===== config.mk =====
export PLATFORM = sky130hd
export DESIGN_NAME = router_sync_n
export DESIGN_NICKNAME = d
export VERILOG_FILES = /design/src/rtl/router_sync_n.sv
export SDC_FILE = /design/constraint.sdc
export NUM_CORES = 1
export LEC_CHECK = 0
export BUFFER_PORTS_ARGS = -buffer_cell sky130_fd_sc_hd__buf_4
export CAP_MARGIN = 20
export CORE_AREA = 2 2 39 41
export DETAILED_ROUTE_END_ITERATION = 8
export DIE_AREA = 0 0 41 43
export PLACE_DENSITY_LB_ADDON = 0.1
export SYNTH_ARGS = -nofsm -noshare
export SYNTH_HDL_FRONTEND = slang
export SYNTH_SLANG_ARGS = --single-unit

===== constraint.sdc =====
create_clock -name clock -period 1.13 [get_ports clock]
set_input_delay 0.1695 -clock clock [delete_from_list [all_inputs] [get_ports clock]]
set_output_delay 0.1695 -clock clock [all_outputs]
set_load 0.01 [all_outputs]

===== src/rtl/router_sync_n.sv =====
// N-channel router synchronizer: header address latch, one-hot FIFO write decode,
// full/valid steering and an optional per-channel stall watchdog (ROUTER_SYNC_WATCHDOG_EN).
module router_sync_n #(
  parameter int NUM_CH  = 3,
  parameter int ADDR_W  = 2,
  parameter int DATA_W  = 8,
  parameter int TIMEOUT = 30
) (
  input  logic              clock,
  input  logic              resetn,
  input  logic              detect_add,
  input  logic [DATA_W-1:0] data_in,
  input  logic              write_enb_reg,
  input  logic [NUM_CH-1:0] full,
  input  logic [NUM_CH-1:0] empty,
  input  logic [NUM_CH-1:0] read_enb,
  output logic [NUM_CH-1:0] write_enb,
  output logic              fifo_full,
  output logic [NUM_CH-1:0] vld_out,
  output logic [NUM_CH-1:0] soft_reset,
  output logic              addr_err
);

  // One extra bit so NUM_CH itself is representable when 2^ADDR_W == NUM_CH.
  localparam logic [ADDR_W:0] NUM_CH_W = (ADDR_W+1)'(NUM_CH);

  logic [ADDR_W-1:0] r_addr;
  logic              r_addr_err;
  logic [ADDR_W-1:0] w_hdr_addr;
  logic              w_hdr_valid;
  logic              w_addr_valid;
  logic              w_unused_data;

  assign w_hdr_addr    = data_in[ADDR_W-1:0];
  assign w_hdr_valid   = {1'b0, w_hdr_addr} < NUM_CH_W;
  assign w_addr_valid  = {1'b0, r_addr} < NUM_CH_W;
  assign w_unused_data = ^data_in;

  always_ff @(posedge clock) begin
    if (!resetn) begin
      r_addr     <= '0;
      r_addr_err <= 1'b0;
    end else begin
      r_addr_err <= detect_add & ~w_hdr_valid;
      if (detect_add)
        r_addr <= w_hdr_addr;
    end
  end

  assign addr_err = r_addr_err;

  // Invalid addresses match no channel, so the packet is dropped rather than stalled.
  always_comb begin
    write_enb = '0;
    fifo_full = 1'b0;
    for (int i = 0; i < NUM_CH; i++) begin
      if (w_addr_valid && (r_addr == ADDR_W'(i))) begin
        write_enb[i] = write_enb_reg;
        fifo_full    = full[i];
      end
    end
  end

  assign vld_out = ~empty;

`ifdef ROUTER_SYNC_WATCHDOG_EN
  localparam int              CNT_W    = (TIMEOUT > 1) ? $clog2(TIMEOUT) : 1;
  localparam logic [CNT_W-1:0] CNT_LAST = CNT_W'(TIMEOUT - 1);

  logic [CNT_W-1:0]  r_cnt [NUM_CH];
  logic [NUM_CH-1:0] r_soft_reset;
  logic [NUM_CH-1:0] w_stall;

  assign w_stall = vld_out & ~read_enb;

  // Counter clears on expiry, so a persistent stall re-pulses every TIMEOUT cycles.
  always_ff @(posedge clock) begin
    if (!resetn) begin
      for (int i = 0; i < NUM_CH; i++)
        r_cnt[i] <= '0;
      r_soft_reset <= '0;
    end else begin
      for (int i = 0; i < NUM_CH; i++) begin
        if (w_stall[i] && (r_cnt[i] == CNT_LAST)) begin
          r_cnt[i]        <= '0;
          r_soft_reset[i] <= 1'b1;
        end else if (w_stall[i]) begin
          r_cnt[i]        <= r_cnt[i] + CNT_W'(1);
          r_soft_reset[i] <= 1'b0;
        end else begin
          r_cnt[i]        <= '0;
          r_soft_reset[i] <= 1'b0;
        end
      end
    end
  end

  assign soft_reset = r_soft_reset;
`else
  logic w_unused_rd;

  assign w_unused_rd = ^read_enb;
  assign soft_reset  = '0;
`endif

endmodule


==> flow_metrics.env <==
export IMPL_globalplace_congestion=0.546
export IMPL_n_fill_cell=153
export IMPL_hold_depth=2
export IMPL_startpoint_type="flip-flop"
export IMPL_grt_total_usage_pct=6.41
export IMPL_core_area_um2=1380
export IMPL_ir_worst_vdd_mv=0.550
export IMPL_p_leak_nw=0.201
export IMPL_setup_viol=1
export IMPL_drv_slew=0
export IMPL_critPathMaxFanout=5
export IMPL_routed_wirelength_um=495
export IMPL_p_per_area_nw_per_um2=1060
export IMPL_syn_inst=22
export IMPL_grt_pass1_vias=174
export IMPL_rsz0062_at_grt="yes"
export IMPL_r2r_setup_slack_ns=0.36
export IMPL_cts_buffers=3
export IMPL_timing_final_ws_setup_ns=-0.0198
export IMPL_avgSynthCellArea_um2=8.47
export IMPL_post_place_ws_ns=0.104
export IMPL_antennaDiodeCount=0
export IMPL_violations="setup timing"
export IMPL_fmax_mhz=870
export IMPL_syn_to_final_growth_pct=102
export IMPL_ios=32
export IMPL_dieHeight_um=43
export IMPL_drt_iter0_markers=0
export IMPL_hold_class="in -> reg"
export IMPL_worstReg2RegStart="r_addr[0]$_SDFFE_PN0P_"
export IMPL_wire_per_inst_um=8.11
export IMPL_yosys_warnings=0
export IMPL_timing_final_hold_violations=0
export IMPL_final_layout_size_suffix_gt1_share_pct=57.8
export IMPL_seq_area_frac_synth_pct=32.2
export IMPL_hpwlAfterDp_um=390
export IMPL_grt_start_max_net_pins=7
export IMPL_max_cap_violations=0
export IMPL_initial_core_util_pct=13.5
export IMPL_synth_area_um2=186
export IMPL_ctsLongestPathBuffers=2
export IMPL_synth_cell_types=13
export IMPL_fin_nets=67
export IMPL_cts_tree="done"
export IMPL_port_buffers=19
export IMPL_fin_crit_ns=1.15
export IMPL_clk_latency_ns=0.23
export IMPL_grt_pass1_wl_um=669
export IMPL_cpPeakStageDelay_ns=0.36
export IMPL_hold_worst_slack_ns=0.168
export IMPL_path_clk_slew_ns=0.04
export IMPL_design_area_um2=377
export IMPL_ys_seq_elements=3
export IMPL_antenna_found_initial=0
export IMPL_rows=14
export IMPL_drt_first_pass_iters=1
export IMPL_ff2ff_path_depth=3
export IMPL_utilization_pct=27.2
export IMPL_dieArea_um2=1760
export IMPL_r2r_end="r_addr[0]$_SDFFE_PN0P_"
export IMPL_layout_commonest_cell="buf_4"
export IMPL_cts_sinks=3
export IMPL_min_to="r_addr[1]$_SDFFE_PN0P_"
export IMPL_ant_nets=0
export IMPL_htreeDepth=1
export IMPL_outcome="complete, but fails checks"
export IMPL_crit_path_end_kind="output pin"
export IMPL_worstHoldStart="resetn"
export IMPL_die_w_um=41
export IMPL_avgViaCountPerCell=3.59
export IMPL_cts_hold_repair_buffers=0
export IMPL_critPathRequiredTime_ns=0.96
export IMPL_cts_root_buffer="clkbuf_4"
export IMPL_worstPathCellList="mux2i_1 -> o21ai_1 -> buf_4"
export IMPL_most_common_layout_cells="19 x buf_4, 3 x inv_1, 3 x mux2i_1, 3 x conb_1, 3 x clkbuf_4"
export IMPL_post_route_period_util_pct=102
export IMPL_crit_type="reg -> out"
export IMPL_crit_slowest_cell="dfxtp_4"
export IMPL_grt_ovfl_total=0
export IMPL_vias=219
export IMPL_placed_area_um2=334
export IMPL_finalClockSkew_ns=0
export IMPL_arrival_ns=0.98
export IMPL_drc=0
==> state kept, by name, indices dropped and copies added (netlist names) <==
register and count:
r_addr 2, addr_err 1
==> how the worst max path moves through the flow <==
stage	startpoint	to	slack (ns)	cells after the start
floorplan	r_addr[0]$_SDFFE_PN0P_	fifo_full	0.30	2
global placement	r_addr[0]$_SDFFE_PN0P_	fifo_full	0.13	3
CTS	r_addr[0]$_SDFFE_PN0P_	fifo_full	-0.04	3
detailed placement	r_addr[0]$_SDFFE_PN0P_	fifo_full	0.10	3
finish	r_addr[0]$_SDFFE_PN0P_	fifo_full	-0.02	3
global route	r_addr[0]$_SDFFE_PN0P_	fifo_full	-0.1	3
==> metrics by stage <==
step	total power [mW]	cells	setup TNS, ns
2_1_floorplan	0.159	24	0
3_3_place_gp	0.209	56	0
3_5_place_dp	0.211	56	0
4_1_cts	0.410	61	-0.0437
5_1_grt	0.438	61	-0.194
6_report	0.398	61	-0.0198
==> layer usage <==
layer	vias to the layer above	track usage, %	part of all wire, %
met5	-	0	0
met4	0	6.00	0
met3	0	4.71	14
met2	16	8.44	48
met1	91	6.07	39
li1	112	-	-
==> layout make-up <==
cell class              instances  area [um^2]  share of cell area, %
clock buffers                   4         26.3                   6.98
well taps                      16         20.0                   5.32
inverters                       3         11.3                   2.99
repair buffers                 20          154                   40.9
multi-input cells              15          100                   26.6
flip-flops and latches          3         65.1                   17.3
==> worst max-delay path, delay by kind of cell, from the launching register on <==
kind / cells / cell delay, ns
flops: 1 / 0.36
mux: 1 / 0.17
buf+inv: 1 / 0.14
compound gates: 1 / 0.08
==> synth_stat cells, drive strengths merged <==
cell type / count / area share, %
dfxtp: 3 / 32
nor2: 1 / 2.0
inv: 3 / 6.0
mux2i: 3 / 16
nand3b: 1 / 4.0
nand2: 1 / 2.0
and3b: 1 / 5.4
conb: 1 / 2.0
o21ai: 1 / 2.7
nor3b: 1 / 4.0
nor2b: 2 / 6.7
buf: 3 / 12
and4: 1 / 4.7
==> kinds of logic after synthesis <==
group | share of synthesized area [%]
AOI/OAI and AO/OA | 2.68
buffers and inverters | 18.1
DFF | 32.2
muxes | 16.1
other | 2.01
and+or+nand+nor | 28.9
==> report_power, final <==
part           total (mW)  switching, mW  internal (mW)
Clock               0.186         0.0537          0.132
Sequential          0.118        0.00659          0.111
Combinational      0.0942         0.0351         0.0591
Total               0.398         0.0954          0.303
==> timing repair <==
item | CTS | global route
setup endpoints to repair | 3 | 4
buffers inserted | 1 | 0
resized for setup | 3 | 1
pin swaps | 0 | 1
gates cloned | 0 | 0
Note: power is estimated with default switching activity, not from simulation.
